--- src/rtl/chess_clock_pkg.sv ---
// Shared constants for the chess-clock display path: glyphs, converter states, count width.
package chess_clock_pkg;

  localparam int CNT_W = 9;

  typedef enum logic [1:0] {
    ST_IDLE,
    ST_SHIFT,
    ST_LATCH
  } conv_state_e;

  // Segment order {g,f,e,d,c,b,a}, active-low.
  localparam logic [6:0] SEG_BLANK = 7'h7F;
  localparam logic [6:0] SEG_A     = 7'b0001000;
  localparam logic [6:0] SEG_B     = 7'b0000011;

  // Decimal glyphs 0-9. Codes 10-15 cannot come out of the converter and stay dark.
  localparam logic [6:0] SEG_GLYPH [16] = '{
    7'h40, 7'h79, 7'h24, 7'h30, 7'h19, 7'h12, 7'h02, 7'h78,
    7'h00, 7'h10, 7'h7F, 7'h7F, 7'h7F, 7'h7F, 7'h7F, 7'h7F
  };

  function automatic logic [6:0] seg_glyph(input logic [3:0] d);
    return SEG_GLYPH[d];
  endfunction

endpackage

--- src/rtl/chess_clock_seg_driver_if.sv ---
// Timer-to-display bundle: tick count, player select and timeout flag in; LED pins out.
interface chess_clock_seg_driver_if;
  import chess_clock_pkg::*;

  logic [CNT_W-1:0] cnt_dis;
  logic             win;
  logic             seg_en;
  logic [3:0]       an;
  logic [6:0]       seg;
  logic             dp;

  modport master (output cnt_dis, win, seg_en, input an, seg, dp);
  modport slave  (input cnt_dis, win, seg_en, output an, seg, dp);
endinterface

--- src/rtl/bcd_serial_conv.sv ---
// Serial double-dabble converter: IDLE capture, CNT_W shift cycles, LATCH; free-running loop.
module bcd_serial_conv
  import chess_clock_pkg::*;
(
  input  logic             clk,
  input  logic             rst,
  input  logic [CNT_W-1:0] cnt_in,
  input  logic             win_in,
  output logic [11:0]      bcd,
  output logic             win_out,
  output logic             valid
);

  localparam logic [3:0] SHIFT_LAST = 4'(CNT_W - 1);

  conv_state_e      state, state_next;
  logic [3:0]       shift_cnt;
  logic [CNT_W-1:0] shadow;
  logic             shadow_win;
  logic [11:0]      acc, acc_adj;

  always_ff @(posedge clk) begin
    // NOTE: sequential state uses <= so every register updates from the same pre-edge values.
    if (rst) state <= ST_IDLE;
    else     state <= state_next;
  end

  always_comb begin
    // NOTE: defaults come first so every path assigns every output and no latch is inferred.
    state_next = state;
    case (state)
      ST_IDLE:  state_next = ST_SHIFT;
      ST_SHIFT: if (shift_cnt == SHIFT_LAST) state_next = ST_LATCH;
      ST_LATCH: state_next = ST_IDLE;
      default:  state_next = ST_IDLE;
    endcase
  end

  // Add-3 correction on each nibble before the shift keeps every digit in 0..9.
  always_comb begin
    acc_adj = acc;
    for (int n = 0; n < 3; n++) begin
      if (acc[n*4 +: 4] >= 4'd5) acc_adj[n*4 +: 4] = acc[n*4 +: 4] + 4'd3;
    end
  end

  always_ff @(posedge clk) begin
    // NOTE: every register here is reset, so a reset mid-conversion leaves a clean snapshot.
    if (rst) begin
      shift_cnt  <= '0;
      shadow     <= '0;
      shadow_win <= 1'b0;
      acc        <= '0;
      bcd        <= '0;
      win_out    <= 1'b0;
      valid      <= 1'b0;
    end else begin
      valid <= 1'b0;
      case (state)
        ST_IDLE: begin
          shadow     <= cnt_in;
          shadow_win <= win_in;
          acc        <= '0;
          shift_cnt  <= '0;
        end
        ST_SHIFT: begin
          acc       <= 12'({acc_adj, shadow[CNT_W-1]});
          shadow    <= {shadow[CNT_W-2:0], 1'b0};
          shift_cnt <= shift_cnt + 4'd1;
        end
        ST_LATCH: begin
          bcd     <= acc;
          win_out <= shadow_win;
          valid   <= 1'b1;
        end
        default: ;
      endcase
    end
  end

endmodule

--- src/rtl/chess_clock_seg_driver.sv ---
// Drives a 4-digit common-anode display as "P SS.T" with digit scan and timeout blink.
module chess_clock_seg_driver
  import chess_clock_pkg::*;
#(
  parameter int SCAN_DIV  = 50000,
  parameter int BLINK_DIV = 25000000
) (
  input  logic                     clk,
  input  logic                     rst,
  chess_clock_seg_driver_if.slave  bus
);

  localparam int SCAN_W  = $clog2(SCAN_DIV + 1);
  localparam int BLINK_W = $clog2(BLINK_DIV + 1);
  localparam logic [SCAN_W-1:0]  SCAN_LAST  = SCAN_W'(SCAN_DIV - 1);
  localparam logic [BLINK_W-1:0] BLINK_LAST = BLINK_W'(BLINK_DIV - 1);

  logic [11:0]        disp_bcd;
  logic               disp_win;
  logic               conv_valid;
  logic [SCAN_W-1:0]  scan_pre;
  logic [1:0]         scan_idx;
  logic [BLINK_W-1:0] blink_pre;
  logic               blink_phase;
  logic [6:0]         seg_next;
  logic               dp_next;

  bcd_serial_conv u_conv (
    .clk     (clk),
    .rst     (rst),
    .cnt_in  (bus.cnt_dis),
    .win_in  (bus.win),
    .bcd     (disp_bcd),
    .win_out (disp_win),
    .valid   (conv_valid)
  );

  always_ff @(posedge clk) begin
    if (rst) begin
      scan_pre <= '0;
      scan_idx <= '0;
    end else if (scan_pre == SCAN_LAST) begin
      scan_pre <= '0;
      scan_idx <= scan_idx + 2'd1;
    end else begin
      scan_pre <= scan_pre + 1'b1;
    end
  end

  // Blink state is held clear whenever the turn has not expired.
  always_ff @(posedge clk) begin
    if (rst || !bus.seg_en) begin
      blink_pre   <= '0;
      blink_phase <= 1'b0;
    end else if (blink_pre == BLINK_LAST) begin
      blink_pre   <= '0;
      blink_phase <= ~blink_phase;
    end else begin
      blink_pre <= blink_pre + 1'b1;
    end
  end

  always_comb begin
    seg_next = SEG_BLANK;
    dp_next  = 1'b1;
    case (scan_idx)
      2'd3: seg_next = disp_win ? SEG_B : SEG_A;
      2'd2: seg_next = (disp_bcd[11:8] == 4'd0) ? SEG_BLANK : seg_glyph(disp_bcd[11:8]);
      2'd1: begin
        seg_next = seg_glyph(disp_bcd[7:4]);
        dp_next  = 1'b0;
      end
      default: seg_next = seg_glyph(disp_bcd[3:0]);
    endcase
  end

  // Anode, segments and dp share one register stage so digits never ghost.
  always_ff @(posedge clk) begin
    if (rst) begin
      bus.an  <= 4'b1111;
      bus.seg <= SEG_BLANK;
      bus.dp  <= 1'b1;
    end else begin
      bus.an  <= (bus.seg_en && blink_phase) ? 4'b1111 : ~(4'b0001 << scan_idx);
      bus.seg <= seg_next;
      bus.dp  <= dp_next;
    end
  end

endmodule
--- src/flat_wrapper.sv ---
// flat-port wrapper written by rule: the top's interface ports become plain ports
module chess_clock_seg_driver_flat import chess_clock_pkg::*;
#(
  parameter int SCAN_DIV  = 50000,
  parameter int BLINK_DIV = 25000000
)
  (clk, rst, bus_cnt_dis, bus_win, bus_seg_en, bus_an, bus_seg, bus_dp);
  chess_clock_seg_driver_if bus_i ();
  input  logic clk;
  input  logic rst;
  input wire logic [$bits(bus_i.cnt_dis)-1:0] bus_cnt_dis;
  input wire logic [$bits(bus_i.win)-1:0] bus_win;
  input wire logic [$bits(bus_i.seg_en)-1:0] bus_seg_en;
  output wire logic [$bits(bus_i.an)-1:0] bus_an;
  output wire logic [$bits(bus_i.seg)-1:0] bus_seg;
  output wire logic [$bits(bus_i.dp)-1:0] bus_dp;
  assign bus_i.cnt_dis = bus_cnt_dis;
  assign bus_i.win = bus_win;
  assign bus_i.seg_en = bus_seg_en;
  assign bus_an = bus_i.an;
  assign bus_seg = bus_i.seg;
  assign bus_dp = bus_i.dp;
  chess_clock_seg_driver #(.SCAN_DIV(SCAN_DIV), .BLINK_DIV(BLINK_DIV)) u_core (.clk(clk), .rst(rst), .bus(bus_i));
endmodule
--- config.mk ---
export PLATFORM = sky130hd
export DESIGN_NAME = chess_clock_seg_driver_flat
export DESIGN_NICKNAME = d
export VERILOG_FILES = /design/src/rtl/chess_clock_pkg.sv /design/src/rtl/chess_clock_seg_driver_if.sv /design/src/rtl/bcd_serial_conv.sv /design/src/rtl/chess_clock_seg_driver.sv /design/src/flat_wrapper.sv
export SDC_FILE = /design/constraint.sdc
export NUM_CORES = 1
export LEC_CHECK = 0
export CAP_MARGIN = 30
export CORE_ASPECT_RATIO = 1.1
export CORE_UTILIZATION = 28
export CTS_BUF_LIST = sky130_fd_sc_hd__clkbuf_4 sky130_fd_sc_hd__clkbuf_8
export CTS_CLUSTER_SIZE = 14
export DETAILED_ROUTE_END_ITERATION = 16
export HOLD_SLACK_MARGIN = 0.08
export MAX_ROUTING_LAYER = met4
export PLACE_DENSITY_LB_ADDON = 0.25
export SYNTH_ARGS = -nofsm -noshare
export SYNTH_HDL_FRONTEND = slang
export SYNTH_SLANG_ARGS = --single-unit
--- constraint.sdc ---
create_clock -name clk -period 3.7 [get_ports clk]
set_input_delay 1.11 -clock clk [delete_from_list [all_inputs] [get_ports clk]]
set_output_delay 1.11 -clock clk [all_outputs]
set_load 0.01 [all_outputs]
==> summary.md, run 1 <==
| Metric | Value |
|---|---|
| Status | finished, final reports clean |
| Post-Synthesis Cell Area | 0.00487 mm2 |
| Max-slew violations | 0 |
| Crit path required time | 2.59 ns |
| Fmax | 0.429 GHz |
| Largest family of logic cells by synthesized area | simple AND/OR/NAND/NOR gates |
| Clock Latency Late Sink | 0.39 ns |
| Area contributors post-synth | dfxtp_1, ha_1, nor2_1 |
| DP Cell Count | 823 |
| Syn Area/Cell | 8.23 um2 |
| Post-Route Setup TNS | 0 ns |
| Clock Skews | 0.0148 ns |
| CORE AREA | 0.0170 mm2 |
| H-tree Lvls | 3 |
| Adder-cell area share of the yosys netlist | 0.0796 |
| Worst hold stages | 1 |
| Finished Core Util | 0.324 |
| CTS root buffer | clkbuf_8 |
| Mux share of post-synthesis cell area | 0.0249 |
| Drt wl/cell | 11.2 um |
| Post-CTS setup buffers | 0 |
| Final Setup Violations | 0 |
| Count of mapped cells out of synthesis | 592 |
| Hold_ws | 0.467 ns |
| Die area | 0.0179 mm2 |
| Final Hold Fails | 0 |
| Synth top area share | 0.399 |
| Slew @ Worst Pin | 0.868 ns |
| Max-cap violations | 0 |
| Clock sinks | 97 |
| Clock transition at path regs | 0.09 ns |
| Vias in the first global route | 3516 |
| Critical path's top delay family | buffers and inverters |
| Power per cell area | 361 mW/mm2 |
| Routed Antenna Nets | 0 |
| Post-synth top area cell | dfxtp_1 |
| CTS resizes | 0 |
| Syn nets | 636 |
| Port Buf Inserts | 24 |
| Final net count | 644 |
| Total number of vias | 3770 |
| Initial Util | 0.286 |
| Via density | 4.49 |
| Crit-path max cell delay | 0.53 ns |
| I/O Pins | 25 |
| Fin crit share | 0.630 |
| Critical path class | register to primary output |
| Pre-antenna DRT Iters | 5 |
| Share of layout cells above drive strength 1 | 0.0579 |
| CP startpoint kind | register |
| Cts bufs inserted | 9 |
| Final Non-Filler Cells | 839 |
| Hold/Removal Path Class | register to register |
| FFs w/ async S/R, synth | 0 |
| R2r setup slk | 1.51 ns |
| Simple-gate share of the synthesized area | 0.249 |
| Top FF cell, synth | dfxtp_1 |
| Worst vdd ir | 186 uV |
| HP Start | u_core.scan_pre[0]$_SDFF_PP0_ |
| Slew HR | 0.421 |
| R2R Path End | u_core.u_conv.acc[6]$_SDFFE_PP0P_ |
| Ant diodes | 0 |
| Cts hold-fix bufs | 0 |
| Initial antenna violation count | 0 |
| Remaining DRCs | 0 |
| FF-to-FF Start | u_core.u_conv.state[0]$_SDFFE_PP0P_ |
| 1st-iter DRT viols | 226 |
| Total grt overflow | 0 |
| Area delta synth->final | 13.2% |
| Largest net degree at the start of global routing | 55 |
| Clock Path Buffers | 2 |
| Die width | 128 um |
| Chip height | 140 um |
| Final min period | 2.33 ns |
| Overall routed net length | 9410 um |
| Unrepaired setup endpoints after global routing | false |
| Fill count | 1819 |
| Sequential cell area fraction in the yosys report | 0.399 |
| Distinct cells, synth | 51 |
| Crit path DAT | 1.22 ns |
| TritonCTS clock tree | built |
| Hold endpoint | u_core.scan_pre[0]$_SDFF_PP0_ |
| Yosys warnings | 0 |
| Area fraction in compound gates after synthesis | 0.118 |
| DP Worst Slack | 1.07 ns |
| Setup crit end kind | primary output |
| Number of synthesized flops with an enable pin | 0 |
| CP max stage cell | clkdlybuf4s50_1 |
| Gpl congestion | 0.783 |
| Worst R2R Path Depth | 4 |
| Leak | 0.00196 uW |
| # rows | 50 |
| XOR/XNOR Fraction of Synth Area | 0.0809 |
| Crit-path max FO | 1 |
| Total track usage | 0.115 |
| Yosys reg bits | 97 |
| Critical Path, Cell by Cell | clkdlybuf4s50_1 |
| Buffers & Inverters on Critical Path | 1 |
| Final worst-path setup slack | 1.37 ns |
| First-pass GRT wire length | 16000 um |
| Final HPWL DP | 6600 um |
==> placed cells by master, fill, tap and decap left out, types with 20 or more instances in the layout <==
cell,instances
nor2_1,99
dfxtp_1,97
nand2_1,59
a21oi_1,51
ha_1,31
inv_1,26
xnor2_1,25
o21ai_0,24
clkdlybuf4s50_1,23
nand3_1,22
xor2_1,20
==> where the power goes <==
part,switching (uW),internal (uW),total [uW]
combinational,40.7,36.8,77.5
clock,391,450,841
sequential,12.8,1060,1070
total,445,1550,1990
==> how the worst max path moves through the flow <==
stage	depth (start not counted)	start	end	slack, ns
floorplan	6	rst	u_core.blink_pre[17]$_SDFF_PP0_	1.64
global placement	4	bus_seg_en	u_core.blink_pre[20]$_SDFF_PP0_	1.05
detailed placement	4	bus_seg_en	u_core.blink_pre[16]$_SDFF_PP0_	1.07
CTS	1	u_core.bus.an[3]$_SDFF_PP1_	bus_an[3]	1.34
global route	4	u_core.u_conv.state[0]$_SDFFE_PP0P_	u_core.u_conv.acc[7]$_SDFFE_PP0P_	1.26
finish	1	u_core.bus.seg[4]$_SDFF_PP1_	bus_seg[4]	1.37
==> through the flow <==
step | cell area [um2] | total power, uW
2_1_floorplan | 4870 | 1150
3_5_place_dp | 5270 | 1180
5_1_grt | 5510 | 2080
6_report | 5510 | 1990
4_1_cts | 5510 | 2030
3_3_place_gp | 5270 | 1170
==> cell families (layout without fill, tap and decap cells) <==
group,count (synthesis),count (layout)
DFF,97,97
muxes,12,12
adders and majority gates,31,31
AOI/OAI and AO/OA,101,101
xor gates and xnor gates,45,45
and+or+nand+nor,251,251
buffers and inverters,55,68
==> metal layers <==
metal / GRT usage / vias up / wire length [um] / share of wire
li1: - / 1991 / - / -
met1: 0.138 / 1719 / 4710 / 0.50
met2: 0.181 / 50 / 4250 / 0.45
met3: 0.0309 / 10 / 262 / 0.028
met4: 0.0464 / 0 / 186 / 0.020
met5: - / - / 0 / 0
==> registers in the layout (all words and copies together), names as in the netlist <==
signal and count:
u_core.bus.seg 7, u_core.blink_pre 25, u_core.bus.an 4, u_core.u_conv.bcd 12, u_core.scan_pre 16, u_core.u_conv.shift_cnt 4
u_core.scan_idx 2, u_core.u_conv.shadow 9, u_core.u_conv.acc 12, u_core.bus.dp 1, u_core.blink_phase 1, u_core.u_conv.shadow_win 1
u_core.u_conv.state 2, u_core.u_conv.win_out 1
==> final cells by class <==
cell class                      count  area [um2]  share of cell area
Sequential cell                    97        1940               0.352
Clock inverter                      7         118              0.0213
Multi-Input combinational cell    440        2690               0.488
Clock buffer                        9         124              0.0225
Inverter                           26        97.6              0.0177
Timing Repair Buffer               26         250              0.0454
Tap cell                          234         293              0.0531
==> synth_stat cells, types with 3 or more instances <==
library cell	number
nor2_1	99
dfxtp_1	97
nand2_1	59
a21oi_1	51
ha_1	31
inv_1	26
xnor2_1	25
o21ai_0	24
nand3_1	22
xor2_1	20
clkbuf_1	18
nor3_1	14
mux2i_1	11
nand2b_1	11
nand4_1	9
a22oi_1	7
a21o_1	6
buf_2	5
nor2_2	4
nor2b_1	4
nor4_2	4
and2_1	3
and4_1	3
buf_6	3
nand3b_1	3
nor3_2	3
Note: power is estimated with default switching activity, not from simulation.
==> run 2, diff against run 1 <==
- clock period: 3.7 -> 2.1 ns (I/O delays scaled with it)
==> run 2 against run 1 <==
  * Register-to-register slack got worse by 1.3 ns
  * Sequential share of layout area up 0.088 points
  * Clock power increased by 40%
  * Count of clock-buffer cells in the layout rose by 2
  * Cell count rose by 0.72%
  * First-iteration DRC count rose by 17%
  * Sequential power increased by 76%
  * Core utilization down 0.081 points
  * Critical path type unchanged
  * Largest power group unchanged
  * Highest routed layer unchanged
==> summary.md, run 2 (same netlist as run 1, synthesis figures left out) <==
| Metric | Value |
|---|---|
| Crit path DAT | 1.24 ns (was 1.22 ns) |
| Area delta synth->final | 12.9% (was 13.2%) |
| Initial antenna violation count | 0 (unchanged) |
| Max-cap violations | 0 (unchanged) |
| CP max stage cell | clkdlybuf4s50_1 (unchanged) |
| Clock share of power | 0.366 (was 0.423) |
| CORE AREA | 0.0170 mm2 (unchanged) |
| Logic pwr share | 0.047 (was 0.039) |
| Port Buf Inserts | 24 (unchanged) |
| Initial Util | 0.286 (unchanged) |
| Setup crit end kind | primary output (unchanged) |
| Internal Power | 2420 uW (was 1550 uW) |
| Post-Route Setup TNS | 0 ns (unchanged) |
| I/O Pins | 25 (unchanged) |
| Register area | 0.00194 mm2 (unchanged) |
| Total grt overflow | 0 (unchanged) |
| Seq pwr share | 0.587 (was 0.539) |
| Routed Antenna Nets | 0 (unchanged) |
| Drt wl/cell | 11.3 um (was 11.2 um) |
| Die area | 0.0179 mm2 (unchanged) |
| CTS resizes | 0 (unchanged) |
| Total track usage | 0.118 (was 0.115) |
| Crit path required time | 1.47 ns (was 2.59 ns) |
| Power per cell area | 584 mW/mm2 (was 361 mW/mm2) |
| Sw Ratio | 0.246 (was 0.223) |
| Gpl congestion | 0.799 (was 0.783) |
| Largest Register | u_core.blink_pre (unchanged) |
| Final net count | 650 (was 644) |
| Via density | 4.56 (was 4.49) |
| Fill count | 1848 (was 1819) |
| # rows | 50 (unchanged) |
| Fin crit share | 0.889 |
| Finished Cell Area | 0.00550 mm2 (was 0.00551 mm2) |
| 1st-iter DRT viols | 265 (was 226) |
| Slew @ Worst Pin | 0.458 ns (was 0.868 ns) |
| First-pass GRT wire length | 16600 um (was 16000 um) |
| Largest registers | u_core.blink_pre: 25 flops, u_core.scan_pre: 16 flops (unchanged) |
| Clock Latency Late Sink | 0.38 ns (was 0.39 ns) |
| Fmax | 0.535 GHz |
| Chip height | 140 um (unchanged) |
| Final min period | 1.87 ns |
| Share of layout cells above drive strength 1 | 0.0671 (was 0.0579) |
| Remaining DRCs | 0 (unchanged) |
| Max-slew violations | 0 (unchanged) |
| Crit-path max cell delay | 0.53 ns (about the same) |
| Worst vdd ir | 262 uV (was 186 uV) |
| Placed cell area | 0.00532 mm2 (was 0.00527 mm2) |
| Status | finished, final reports clean (unchanged) |
| Cts hold-fix bufs | 0 (unchanged) |
| Die width | 128 um (unchanged) |
| Clock sinks | 97 (unchanged) |
| Most common cell after layout, fill and taps aside | nor2_1 (unchanged) |
| Critical Path, Cell by Cell | clkdlybuf4s50_1 (unchanged) |
| Critical path's top delay family | buffers and inverters (unchanged) |
| H-tree Lvls | 3 (unchanged) |
| CTS root buffer | clkbuf_8 (unchanged) |
| Final HPWL DP | 6720 um (was 6600 um) |
| Post-CTS setup buffers | 0 (unchanged) |
| Final Setup Violations | 0 (unchanged) |
| Critical path class | register to primary output (unchanged) |
| Max reg flops | 25 (unchanged) |
| Cts bufs inserted | 9 (unchanged) |
| Clock transition at path regs | 0.10 ns (was 0.09 ns) |
| TritonCTS clock tree | built (unchanged) |
| Largest net degree at the start of global routing | 42 (was 55) |
| CP startpoint kind | register (unchanged) |
| Net switching power | 789 uW (was 445 uW) |
| Crit-path max FO | 1 (unchanged) |
| Final Hold Fails | 0 (unchanged) |
| Overall routed net length | 9550 um (was 9410 um) |
| Total number of vias | 3850 (was 3770) |
| Leak | 0.00195 uW (was 0.00196 uW) |
| Clock Path Buffers | 2 (unchanged) |
| Multi-input gate area | 0.00269 mm2 (unchanged) |
| Unrepaired setup endpoints after global routing | false (unchanged) |
| Ant diodes | 0 (unchanged) |
| Hold/Removal Path Class | register to register (unchanged) |
| Vias in the first global route | 3686 (was 3516) |
| Pre-antenna DRT Iters | 5 (unchanged) |
| Buffers & Inverters on Critical Path | 1 (unchanged) |
| Most frequent cells in the layout | nor2_1, dfxtp_1, nand2_1 (unchanged) |
| Slew HR | 0.692 (was 0.421) |
| Clock Skews | 0.0153 ns (was 0.0148 ns) |
[run 2: cell types whose count changed in the layout (fill, tap and decap cells not counted), sizes merged]
cell | before | now
clkbuf | 9 | 11
inv | 27 | 28
clkinv | 3 | 1
bufinv | 3 | 0
buf | 3 | 9
clkinvlp | 0 | 2
[run 2: final cells by class]
class / instances / share of cell area
inverters: 26 / 0.0177
multi-input cells: 440 / 0.489
well taps: 234 / 0.0532
clock inverters: 5 / 0.00683
flip-flops and latches: 97 / 0.353
clock buffers: 11 / 0.0264
repair buffers: 32 / 0.0537
[run 2: through the flow]
stage / util / std cells / setup slack, ns / hold slack, ns / total power (uW)
after floorplan: - / 592 / 0.434 / 0.426 / 2020
after global placement: 0.312 / 829 / 0.282 / 0.439 / 2080
after detailed placement: 0.312 / 829 / 0.243 / 0.460 / 2080
after CTS: 0.323 / 845 / 0.198 / 0.478 / 3280
after global routing: 0.323 / 845 / 0.0728 / 0.502 / 3370
final: 0.323 / 845 / 0.232 / 0.478 / 3210
[run 2: path summary, 6_finish.rpt]
| kind | start | end | slack [ns] | cells after the start |
|---|---|---|---|---|
| setup / recovery | u_core.bus.seg[2]$_SDFF_PP1_ | bus_seg[2] | 0.23 | 1 |
| hold / removal | u_core.scan_pre[0]$_SDFF_PP0_ | u_core.scan_pre[0]$_SDFF_PP0_ | 0.48 | 1 |
| setup reg to reg | u_core.u_conv.bcd[9]$_SDFFE_PP0N_ | u_core.bus.seg[4]$_SDFF_PP1_ | 0.24 | 7 |
| hold reg to reg | u_core.scan_pre[0]$_SDFF_PP0_ | u_core.scan_pre[0]$_SDFF_PP0_ | 0.48 | 1 |
[run 2: power by group through the flow]
stage | clock [uW] | sequential (uW) | combinational, uW
2_1_floorplan | 0 | 1930 | 94.1
3_3_place_gp | 0 | 1930 | 150
3_5_place_dp | 0 | 1930 | 153
4_1_cts | 1240 | 1880 | 154
5_1_grt | 1310 | 1890 | 171
6_report | 1180 | 1880 | 151
[run 2: per-layer routing]
layer  global-route usage  wire (um)  part of all wire
met1                0.143       4730              0.50
met2                0.183       4340              0.45
met3               0.0309        263             0.028
met4               0.0539        215             0.023
met5                    -          0                 0
==> run 3, diff against run 2 <==
- CELL_PAD_IN_SITES_DETAIL_PLACEMENT: default -> 0
- CELL_PAD_IN_SITES_GLOBAL_PLACEMENT: default -> 1
==> run 3 against run 2 <==
  * Setup slack got worse by 0.00077 ns
  * Non-clock buffer count increased by 1
  * Register-to-register slack barely moved
  * Critical path depth increased by 6
  * Critical path type is now register to register
  * Critical endpoint is now u_core.bus.seg[4]$_SDFF_PP1_
  * Highest routed layer unchanged
==> summary.md, run 3 (same netlist as run 1, synthesis figures left out) <==
| Metric | Value |
|---|---|
| Status | finished, final reports clean (unchanged) |
| Unrepaired setup endpoints after global routing | false (unchanged) |
| Multi-input gate area | 0.00269 mm2 (unchanged) |
| DP Worst Slack | 0.270 ns (was 0.243 ns) |
| Max reg flops | 25 (unchanged) |
| Final min period | 1.87 ns (about the same) |
| Setup crit end kind | register (was primary output) |
| CP max stage cell | dfxtp_1 (was clkdlybuf4s50_1) |
| Post-CTS setup buffers | 0 (unchanged) |
| Overall routed net length | 9810 um (was 9550 um) |
| Leak | 0.00198 uW (was 0.00195 uW) |
| Crit-path max cell delay | 0.46 ns (was 0.53 ns) |
| CP startpoint kind | register (unchanged) |
| HP Start | u_core.blink_pre[0]$_SDFF_PP0_ (was u_core.scan_pre[0]$_SDFF_PP0_) |
| Hold/Removal Path Class | register to register (unchanged) |
| Chip height | 140 um (unchanged) |
| Placed cell area | 0.00534 mm2 (was 0.00532 mm2) |
| Crit. Startpoint | u_core.u_conv.bcd[9]$_SDFFE_PP0N_ (was u_core.bus.seg[2]$_SDFF_PP1_) |
| Cts bufs inserted | 9 (unchanged) |
| Gpl congestion | 0.780 (was 0.799) |
| Cts hold-fix bufs | 0 (unchanged) |
| H-tree Lvls | 3 (unchanged) |
| Register area | 0.00194 mm2 (unchanged) |
| # rows | 50 (unchanged) |
| Die area | 0.0179 mm2 (unchanged) |
| Final HPWL DP | 7020 um (was 6720 um) |
| Largest registers | u_core.blink_pre: 25 flops, u_core.scan_pre: 16 flops (unchanged) |
| Finished Core Util | 0.326 (was 0.323) |
| Area delta synth->final | 13.8% (was 12.9%) |
| Die width | 128 um (unchanged) |
| Clock Latency Late Sink | 0.37 ns (was 0.38 ns) |
| Crit-path max FO | 7 (was 1) |
| Max-cap violations | 0 (unchanged) |
| Fin crit share | 0.890 (was 0.889) |
| Ant diodes | 0 (unchanged) |
| Largest net degree at the start of global routing | 38 (was 42) |
| I/O Pins | 25 (unchanged) |
| Remaining DRCs | 0 (unchanged) |
| Most common cell after layout, fill and taps aside | nor2_1 (unchanged) |
| CTS resizes | 0 (unchanged) |
| 1st-iter DRT viols | 229 (was 265) |
| Critical Path, Cell by Cell | inv_1, ha_1, nor3_1, a21oi_1, o22a_1, a221o_1, a21o_1 (was clkdlybuf4s50_1) |
| Initial Util | 0.286 (unchanged) |
| Final worst-path setup slack | 0.232 ns (about the same) |
| Crit path DAT | 2.15 ns (was 1.24 ns) |
| Worst vdd ir | 250 uV (was 262 uV) |
| Slew HR | 0.610 (was 0.692) |
| Total grt overflow | 0 (unchanged) |
| Pre-antenna DRT Iters | 4 (was 5) |
| Critical path class | register to register (was register to primary output) |
| Most frequent cells in the layout | nor2_1, dfxtp_1, nand2_1 (unchanged) |
| Clock sinks | 97 (unchanged) |
| Clock Path Buffers | 2 (unchanged) |
| Critical path's top delay family | compound AO/OA/AOI/OAI gates (was buffers and inverters) |
| Vias in the first global route | 3630 (was 3686) |
| TritonCTS clock tree | built (unchanged) |
| Total track usage | 0.122 (was 0.118) |
| Final net count | 651 (was 650) |
| Drt wl/cell | 11.6 um (was 11.3 um) |
| Crit path required time | 2.38 ns (was 1.47 ns) |
| FF-to-FF Start | u_core.u_conv.bcd[9]$_SDFFE_PP0N_ (unchanged) |
| Buffers & Inverters on Critical Path | 1 (unchanged) |
| Total number of vias | 3796 (was 3850) |
| Slew @ Worst Pin | 0.584 ns (was 0.458 ns) |
| Largest Register | u_core.blink_pre (unchanged) |
| Port Buf Inserts | 24 (unchanged) |
| Finished Cell Area | 0.00554 mm2 (was 0.00550 mm2) |
| Post-Route Setup TNS | 0 ns (unchanged) |
| Via density | 4.49 (was 4.56) |
| Fill count | 1828 (was 1848) |
| Routed Antenna Nets | 0 (unchanged) |
| Clock transition at path regs | 0.10 ns (about the same) |
| Initial antenna violation count | 0 (unchanged) |
| Final Non-Filler Cells | 846 (was 845) |
| DP Cell Count | 830 (was 829) |
| Share of layout cells above drive strength 1 | 0.0686 (was 0.0671) |
| Fmax | 0.535 GHz (about the same) |
| Power per cell area | 598 mW/mm2 (was 584 mW/mm2) |
| Clock Skews | 0.0133 ns (was 0.0153 ns) |
| Max-slew violations | 0 (unchanged) |
| Final Hold Fails | 0 (unchanged) |
| First-pass GRT wire length | 17200 um (was 16600 um) |
| Final Setup Violations | 0 (unchanged) |
| CTS root buffer | clkbuf_8 (unchanged) |
| CORE AREA | 0.0170 mm2 (unchanged) |
run 3: cell types whose count changed in the layout (fill, tap and decap cells not counted), sizes merged:
cell,previous run,this run
buf,9,10
clkinvlp,2,1
bufinv,0,1
run 3: stage by stage:
step	power (uW)	hold slack, ns
after global routing	3460	0.491
final	3310	0.464
after global placement	2080	0.439
after CTS	3390	0.473
after detailed placement	2080	0.454
after floorplan	2020	0.426
run 3: worst paths after layout:
| check | endpoint | slack, ns | depth (start not counted) |
|---|---|---|---|
| worst max-delay path | u_core.bus.seg[4]$_SDFF_PP1_ | 0.23 | 7 |
| worst min register to register | u_core.blink_pre[0]$_SDFF_PP0_ | 0.46 | 1 |
| worst min-delay path | u_core.blink_pre[0]$_SDFF_PP0_ | 0.46 | 1 |
| worst max register to register | u_core.bus.seg[4]$_SDFF_PP1_ | 0.23 | 7 |
run 3: cell type report:
class | instances | share of cell area
multi-input combinational | 440 | 0.485
sequential | 97 | 0.350
timing repair buffer | 33 | 0.0569
tap | 234 | 0.0528
clock buffer | 11 | 0.0262
inverter | 26 | 0.0176
clock inverter | 5 | 0.0108
run 3: per-layer routing:
metal,GRT usage,up-vias,routed length [um]
met4,0.0508,0,194
met1,0.155,1713,4980
li1,-,2015,-
met2,0.187,53,4330
met5,-,-,0
met3,0.0256,15,298
run 3: report_power, final:
group / internal [uW] / switching (uW)
clock network: 604 / 672
registers: 1870 / 17.3
logic: 73.0 / 79.7
total: 2540 / 769
